### src/rtl/weight_stream_if.sv
// Upstream weight-slice stream: the source offers one slice for all lanes,
// the scheduler accepts it and reports which group/depth slice it wants.
interface weight_stream_if #(
    parameter int DATA_WIDTH       = 16,
    parameter int KERNEL_SIZE_MAX  = 3,
    parameter int PARA_KERNEL      = 2,
    parameter int KERNEL_NUM_WIDTH = 8,
    parameter int DEPTH_WIDTH      = 6
);
    localparam int SLICE_W = KERNEL_SIZE_MAX * KERNEL_SIZE_MAX * PARA_KERNEL * DATA_WIDTH;

    logic                        valid;
    logic                        ready;
    logic [SLICE_W-1:0]          data;
    logic [KERNEL_NUM_WIDTH-1:0] group;
    logic [DEPTH_WIDTH-1:0]      slice;

    modport master (output valid, data, input ready, group, slice);
    modport slave  (input valid, data, output ready, group, slice);
endinterface

### src/rtl/weight_update_scheduler.sv
// Sequences weight-RAM loads for the parallel conv layer: one slice per depth
// step per kernel group, pulled from the weight stream and written to all lanes.
module weight_update_scheduler #(
    parameter int DATA_WIDTH              = 16,
    parameter int KERNEL_SIZE_MAX         = 3,
    parameter int PARA_KERNEL             = 2,
    parameter int WEIGHT_WRITE_ADDR_WIDTH = 10,
    parameter int DEPTH_WIDTH             = 6,
    parameter int KERNEL_NUM_WIDTH        = 8
) (
    input  logic                                        clk,
    input  logic                                        rst,
    input  logic                                        init_start,
    input  logic [DEPTH_WIDTH-1:0]                      fm_depth,
    input  logic [KERNEL_NUM_WIDTH-1:0]                 kernel_num,
    input  logic                                        update_weight_ram,
    input  logic [WEIGHT_WRITE_ADDR_WIDTH*PARA_KERNEL-1:0] update_weight_ram_addr,
    weight_stream_if.slave                              src,
    output logic [KERNEL_SIZE_MAX*KERNEL_SIZE_MAX*PARA_KERNEL*DATA_WIDTH-1:0] weight_data,
    output logic [WEIGHT_WRITE_ADDR_WIDTH*PARA_KERNEL-1:0] write_weight_data_addr,
    output logic                                        weight_wr_en,
    output logic                                        weight_data_done,
    output logic                                        all_groups_loaded,
    output logic                                        busy
);
    localparam int AW = WEIGHT_WRITE_ADDR_WIDTH;
    localparam int GW = KERNEL_NUM_WIDTH + 1;

    typedef enum logic [1:0] {IDLE, LOAD, FINISH} state_t;

    state_t                          state, state_nxt;
    logic [KERNEL_NUM_WIDTH-1:0]     group;
    logic [GW-1:0]                   total;
    logic [DEPTH_WIDTH-1:0]          slice, depth;
    logic [PARA_KERNEL-1:0][AW-1:0]  base, addr;
    logic                            init_trig, upd_trig, trig, accept, last_beat, last_group;
    logic [GW-1:0]                   total_calc;

    // Groups are PARA_KERNEL kernels wide; an empty layer still loads one group.
    assign total_calc = ({1'b0, kernel_num} + GW'(PARA_KERNEL - 1)) / GW'(PARA_KERNEL);

    assign src.ready  = (state == LOAD);
    assign src.group  = group;
    assign src.slice  = slice;
    assign busy       = (state != IDLE);
    assign write_weight_data_addr = addr;
    assign last_group = ({1'b0, group} == total - GW'(1));

    always_comb begin
        init_trig = (state == IDLE) && init_start;
        upd_trig  = (state == IDLE) && !init_start && update_weight_ram
                    && weight_data_done && !all_groups_loaded;
        trig      = init_trig || upd_trig;
        accept    = (state == LOAD) && src.valid;
        last_beat = accept && (slice == depth - DEPTH_WIDTH'(1));
        state_nxt = state;
        case (state)
            IDLE:    if (trig) state_nxt = (fm_depth == '0) ? FINISH : LOAD;
            LOAD:    if (last_beat) state_nxt = FINISH;
            FINISH:  state_nxt = IDLE;
            default: state_nxt = IDLE;
        endcase
    end

    always_ff @(posedge clk) begin
        if (!rst) state <= IDLE;
        else      state <= state_nxt;
    end

    always_ff @(posedge clk) begin
        if (!rst) begin
            group             <= '0;
            total             <= '0;
            slice             <= '0;
            depth             <= '0;
            base              <= '0;
            weight_data       <= '0;
            weight_wr_en      <= 1'b0;
            weight_data_done  <= 1'b0;
            all_groups_loaded <= 1'b0;
        end else begin
            weight_wr_en <= accept;
            if (accept) begin
                weight_data <= src.data;
                slice       <= slice + DEPTH_WIDTH'(1);
            end
            if (trig) begin
                weight_data_done <= 1'b0;
                depth            <= fm_depth;
                slice            <= '0;
            end
            if (init_trig) begin
                group             <= '0;
                base              <= '0;
                total             <= (kernel_num == '0) ? GW'(1) : total_calc;
                all_groups_loaded <= 1'b0;
            end else if (upd_trig) begin
                group <= group + KERNEL_NUM_WIDTH'(1);
                base  <= update_weight_ram_addr;
            end
            if (state == FINISH) begin
                weight_data_done <= 1'b1;
                if (last_group) all_groups_loaded <= 1'b1;
            end
        end
    end

    // Lane addresses wrap naturally at the RAM depth.
    for (genvar p = 0; p < PARA_KERNEL; p++) begin : g_lane
        always_ff @(posedge clk) begin
            if (!rst)        addr[p] <= '0;
            else if (accept) addr[p] <= base[p] + AW'(slice);
        end
    end
endmodule

### src/flat_wrapper.sv
// flat-port wrapper written by rule: the top's interface ports become plain ports
module weight_update_scheduler_flat 
#(
    parameter int DATA_WIDTH              = 16,
    parameter int KERNEL_SIZE_MAX         = 3,
    parameter int PARA_KERNEL             = 2,
    parameter int WEIGHT_WRITE_ADDR_WIDTH = 10,
    parameter int DEPTH_WIDTH             = 6,
    parameter int KERNEL_NUM_WIDTH        = 8
)
  (clk, rst, init_start, fm_depth, kernel_num, update_weight_ram, update_weight_ram_addr, weight_data, write_weight_data_addr, weight_wr_en, weight_data_done, all_groups_loaded, busy, src_valid, src_data, src_ready, src_group, src_slice);
  weight_stream_if #(.DATA_WIDTH(DATA_WIDTH), .KERNEL_SIZE_MAX(KERNEL_SIZE_MAX), .PARA_KERNEL(PARA_KERNEL), .KERNEL_NUM_WIDTH(KERNEL_NUM_WIDTH), .DEPTH_WIDTH(DEPTH_WIDTH)) src_i ();
  input  logic clk;
  input  logic rst;
  input  logic init_start;
  input  logic [DEPTH_WIDTH-1:0] fm_depth;
  input  logic [KERNEL_NUM_WIDTH-1:0] kernel_num;
  input  logic update_weight_ram;
  input  logic [WEIGHT_WRITE_ADDR_WIDTH*PARA_KERNEL-1:0] update_weight_ram_addr;
  output logic [KERNEL_SIZE_MAX*KERNEL_SIZE_MAX*PARA_KERNEL*DATA_WIDTH-1:0] weight_data;
  output logic [WEIGHT_WRITE_ADDR_WIDTH*PARA_KERNEL-1:0] write_weight_data_addr;
  output logic weight_wr_en;
  output logic weight_data_done;
  output logic all_groups_loaded;
  output logic busy;
  input wire logic [$bits(src_i.valid)-1:0] src_valid;
  input wire logic [$bits(src_i.data)-1:0] src_data;
  output wire logic [$bits(src_i.ready)-1:0] src_ready;
  output wire logic [$bits(src_i.group)-1:0] src_group;
  output wire logic [$bits(src_i.slice)-1:0] src_slice;
  assign src_i.valid = src_valid;
  assign src_i.data = src_data;
  assign src_ready = src_i.ready;
  assign src_group = src_i.group;
  assign src_slice = src_i.slice;
  weight_update_scheduler #(.DATA_WIDTH(DATA_WIDTH), .KERNEL_SIZE_MAX(KERNEL_SIZE_MAX), .PARA_KERNEL(PARA_KERNEL), .WEIGHT_WRITE_ADDR_WIDTH(WEIGHT_WRITE_ADDR_WIDTH), .DEPTH_WIDTH(DEPTH_WIDTH), .KERNEL_NUM_WIDTH(KERNEL_NUM_WIDTH)) u_core (.clk(clk), .rst(rst), .init_start(init_start), .fm_depth(fm_depth), .kernel_num(kernel_num), .update_weight_ram(update_weight_ram), .update_weight_ram_addr(update_weight_ram_addr), .src(src_i), .weight_data(weight_data), .write_weight_data_addr(write_weight_data_addr), .weight_wr_en(weight_wr_en), .weight_data_done(weight_data_done), .all_groups_loaded(all_groups_loaded), .busy(busy));
endmodule
### config.mk
export PLATFORM = sky130hd
export DESIGN_NAME = weight_update_scheduler_flat
export DESIGN_NICKNAME = d
export VERILOG_FILES = /design/src/rtl/weight_stream_if.sv /design/src/rtl/weight_update_scheduler.sv /design/src/flat_wrapper.sv
export SDC_FILE = /design/constraint.sdc
export NUM_CORES = 1
export LEC_CHECK = 0
export CAP_MARGIN = 20
export CORE_AREA = 2 2 253 255
export CTS_CLUSTER_DIAMETER = 120
export DETAILED_ROUTE_END_ITERATION = 8
export DIE_AREA = 0 0 255 257
export HOLD_SLACK_MARGIN = 0.08
export MAX_ROUTING_LAYER = met4
export PLACE_DENSITY = 0.49
export SYNTH_ARGS = -nofsm -noshare
export SYNTH_HDL_FRONTEND = slang
export SYNTH_SLANG_ARGS = --single-unit
### constraint.sdc
create_clock -name clk -period 1.9 [get_ports clk]
set_input_delay 0.19 -clock clk [delete_from_list [all_inputs] [get_ports clk]]
set_output_delay 0.19 -clock clk [all_outputs]
set_load 0.02 [all_outputs]
==> metrics.md <==
| Metric | Value |
|---|---|
| Cts hold-fix bufs | 0 |
| Req. time, crit path | 2.34 ns |
| Hold path start | src_data[140] |
| Critical Path AT | 2.28 ns |
| Vias per Instance | 4.26 |
| Clock-pin slew on the worst setup and hold paths | 0.06 ns |
| Die height | 257 um |
| Max cap viols | 0 |
| Gr usage total | 16.1% |
| Fin area | 23,100 um^2 |
| Post-synthesis sequential area ratio | 53.2% |
| Clock Tree Root | clkbuf_16 |
| CTS tree | built |
| Yosys warns | 0 |
| Syn Area/Cell | 7.94 um^2 |
| WL/cell | 16.6 um |
| Crit start category | register |
| Fmax | 545 MHz |
| Hold Path Class | in2reg |
| Dpl cells | 3,172 |
| First-iteration detailed-routing DRC count | 591 |
| Max clock buf depth | 3 |
| Final wirelength | 54,100 um |
| Sink Count | 361 |
| Post-Route Skew | 0.0104 ns |
| Initial Util | 21.6% |
| Cell row count | 92 |
| Final HPWL DP | 40,900 um |
| WHS Endpoint | u_core.weight_data[140] |
| Post-synth EDFFs | 0 |
| First-pass iteration count of the detailed router | 5 |
| Total I/O pin count | 654 |
| Hold Slack | 0.165 ns |
| Fill count | 6,459 |
| Most common cell after layout, fill and taps aside | nand2_1 |
| Lkg Pwr | 8.24 nW |
| Vias in the first global route | 13,700 |
| Final setup fails | 0 |
| Slew @ Worst Pin | 0.526 ns |
| Initial antenna violation count | 8 |
| TritonCTS Buffers | 44 |
| Final TNS setup | 0 ns |
| H-tree depth | 2 |
| DRC viols | 0 |
| Kind of end point of the critical path | register |
| Die area | 65,500 um^2 |
| Largest net degree at the start of global routing | 67 |
| RSZ-0062 raised after global routing | yes |
| Multi-input logic area | 5900 um^2 |
| Worst VDD drop | 0.000531 V |
| Sequential cell area | 7240 um^2 |
| Syn_nets | 2,057 |
| Synthesized area | 13,600 um^2 |
| Placed Area | 21,600 um^2 |
| Flops & latches, synth | 361 |
| Fin nets | 2,722 |
| Synthesis-to-layout area growth | 70.3% |
| First-pass GRT wire length | 80,100 um |
| Syn Inst Count | 1,710 |
| Main flop type after synthesis | dfxtp_1 |
| Remaining global-route overflow | 0 |
| R2R Path Start | u_core.src.slice[0] |
| Core ar. | 62,700 um^2 |
| Final Max Tran Viols | 0 |
| Worst-path maximum fanout | 3 |
| Post-Layout Cell Count | 3,261 |
| R2r endpoint | u_core.write_weight_data_addr[16] |
| Routed via count | 13,900 |
| Pwr dens | 838 nW/um^2 |
| Hold depth | 3 |
| Die Width | 255 um |
| Final Hold Fails | 0 |
| Final Util | 36.8% |
| Most frequent cells in the layout | nand2_1, clkdlybuf4s50_1, dfxtp_1, a21oi_1, buf_4 |
| Synth async-reset ratio | 0% |
| Relative slew slack | 64.5% |
| Reg2reg path depth | 8 |
| Status | finished, final reports clean |
| Clk Latency, worst-skew pair | 0.56 ns |
| Min cycle time layout | 1.84 ns |
| RD Place Congestion | 0.881 |
| Post-route antenna net violation count | 0 |
| Ratio of final minimum period to clock period | 96.6% |
| Setup Crit Path Kind | reg2reg |
| PortBufs | 653 |
| R2R setup slack | 0.06 ns |
| Post-synthesis cell type count | 53 |
| Ratio of cells with drive above 1 in the final layout | 7.23% |
-- power breakdown --
part | leakage, nW | internal (mW) | switching [mW]
Sequential | 2.94 | 7.92 | 0.195
Combinational | 4.63 | 1.62 | 1.55
Clock | 0.674 | 4.82 | 3.27
-- per-stage QoR --
step / total power, mW / setup WS (ns)
after floorplan: 9.59 / 0.0133
after global placement: 11.4 / -0.0265
after detailed placement: 11.5 / -0.0630
after CTS: 19.7 / -0.00837
after global routing: 20.3 / -0.0468
final: 19.4 / 0.0648
-- critical path, stage by stage, from the launching register on --
cell	delay (ns)
dfxtp_4	0.38
ha_4	0.15
inv_2	0.04
fa_2	0.33
nand2b_4	0.16
a21oi_4	0.16
o21ai_2	0.08
nor3b_1	0.15
a311o_1	0.27
-- cells by family after synthesis --
logic type | after synthesis | synth area share [%]
XOR/XNOR | 40 | 2.58
AND/OR/NAND/NOR | 751 | 22.1
adder cells (fa/ha/maj) | 20 | 1.95
buffers and inverters | 133 | 4.13
AO/OA/AOI/OAI | 400 | 15.7
multiplexers | 5 | 0.369
flip-flops | 361 | 53.2
-- sequential cells by signal, indices dropped and copies added (netlist names) --
name / flops
u_core.state: 2
u_core.all_groups_loaded: 1
u_core.weight_data: 288
u_core.base: 20
u_core.weight_data_done: 1
u_core.weight_wr_en: 1
u_core.total: 8
u_core.src.group: 8
u_core.depth: 6
u_core.write_weight_data_addr: 20
u_core.src.slice: 6
-- how the worst max path moves through the flow --
stage                                    from                           endpoint  depth (start not counted)  slack, ns
after floorplan           u_core.src.slice[0]   u_core.write_weight_data_addr[6]                          8       0.01
after global placement    u_core.src.slice[0]  u_core.write_weight_data_addr[16]                          8      -0.03
after detailed placement      u_core.base[10]  u_core.write_weight_data_addr[16]                          8      -0.06
after CTS                 u_core.src.slice[0]   u_core.write_weight_data_addr[6]                          8     -0.008
after global routing      u_core.src.slice[0]  u_core.write_weight_data_addr[16]                          8      -0.05
final                     u_core.src.slice[0]  u_core.write_weight_data_addr[16]                          8       0.06
-- cells in the mapped netlist, types with 3 or more instances --
master / count / area (um^2)
a211oi_1: 6 / 45.0
o311ai_0: 5 / 43.8
nor2b_1: 3 / 18.8
nand3_1: 15 / 75.1
or4_1: 4 / 30.0
nor2_1: 30 / 113
nor4_1: 3 / 18.8
mux2i_1: 5 / 50.1
xor2_1: 22 / 193
o21ai_0: 7 / 35.0
o211ai_1: 3 / 22.5
o21ai_1: 20 / 100
xnor2_1: 18 / 158
inv_1: 15 / 56.3
nand2b_1: 7 / 43.8
clkbuf_1: 88 / 330
nand2_1: 651 / 2440
and3_1: 5 / 31.3
dfxtp_1: 361 / 7230
a21o_1: 3 / 22.5
ha_1: 18 / 225
buf_2: 24 / 120
nand4_1: 8 / 50.1
a21oi_1: 334 / 1670
nor3_1: 12 / 60.1
-- metal layers --
layer	global-route usage [%]	part of all wire (%)	vias to the layer above
met5	-	0	-
met1	17.6	40	6412
met3	4.79	8.0	76
met4	5.49	2.6	0
met2	27.7	50	453
li1	-	-	6962
-- cell type report --
type / instances / share of cell area, %
flip-flops and latches: 361 / 31.3
clock buffers: 72 / 5.65
repair buffers: 735 / 32.2
inverters: 17 / 0.309
clock inverters: 6 / 0.336
diodes: 8 / 0.0866
well taps: 846 / 4.58
multi-input cells: 1216 / 25.5
-- repair_timing --
item / in CTS / in global routing
resized for setup: 24 / 8
setup endpoints to repair: 14 / 8
pin swaps: 10 / 7
setup buffers: 2 / 1
Note: power is estimated with default switching activity, not from simulation.
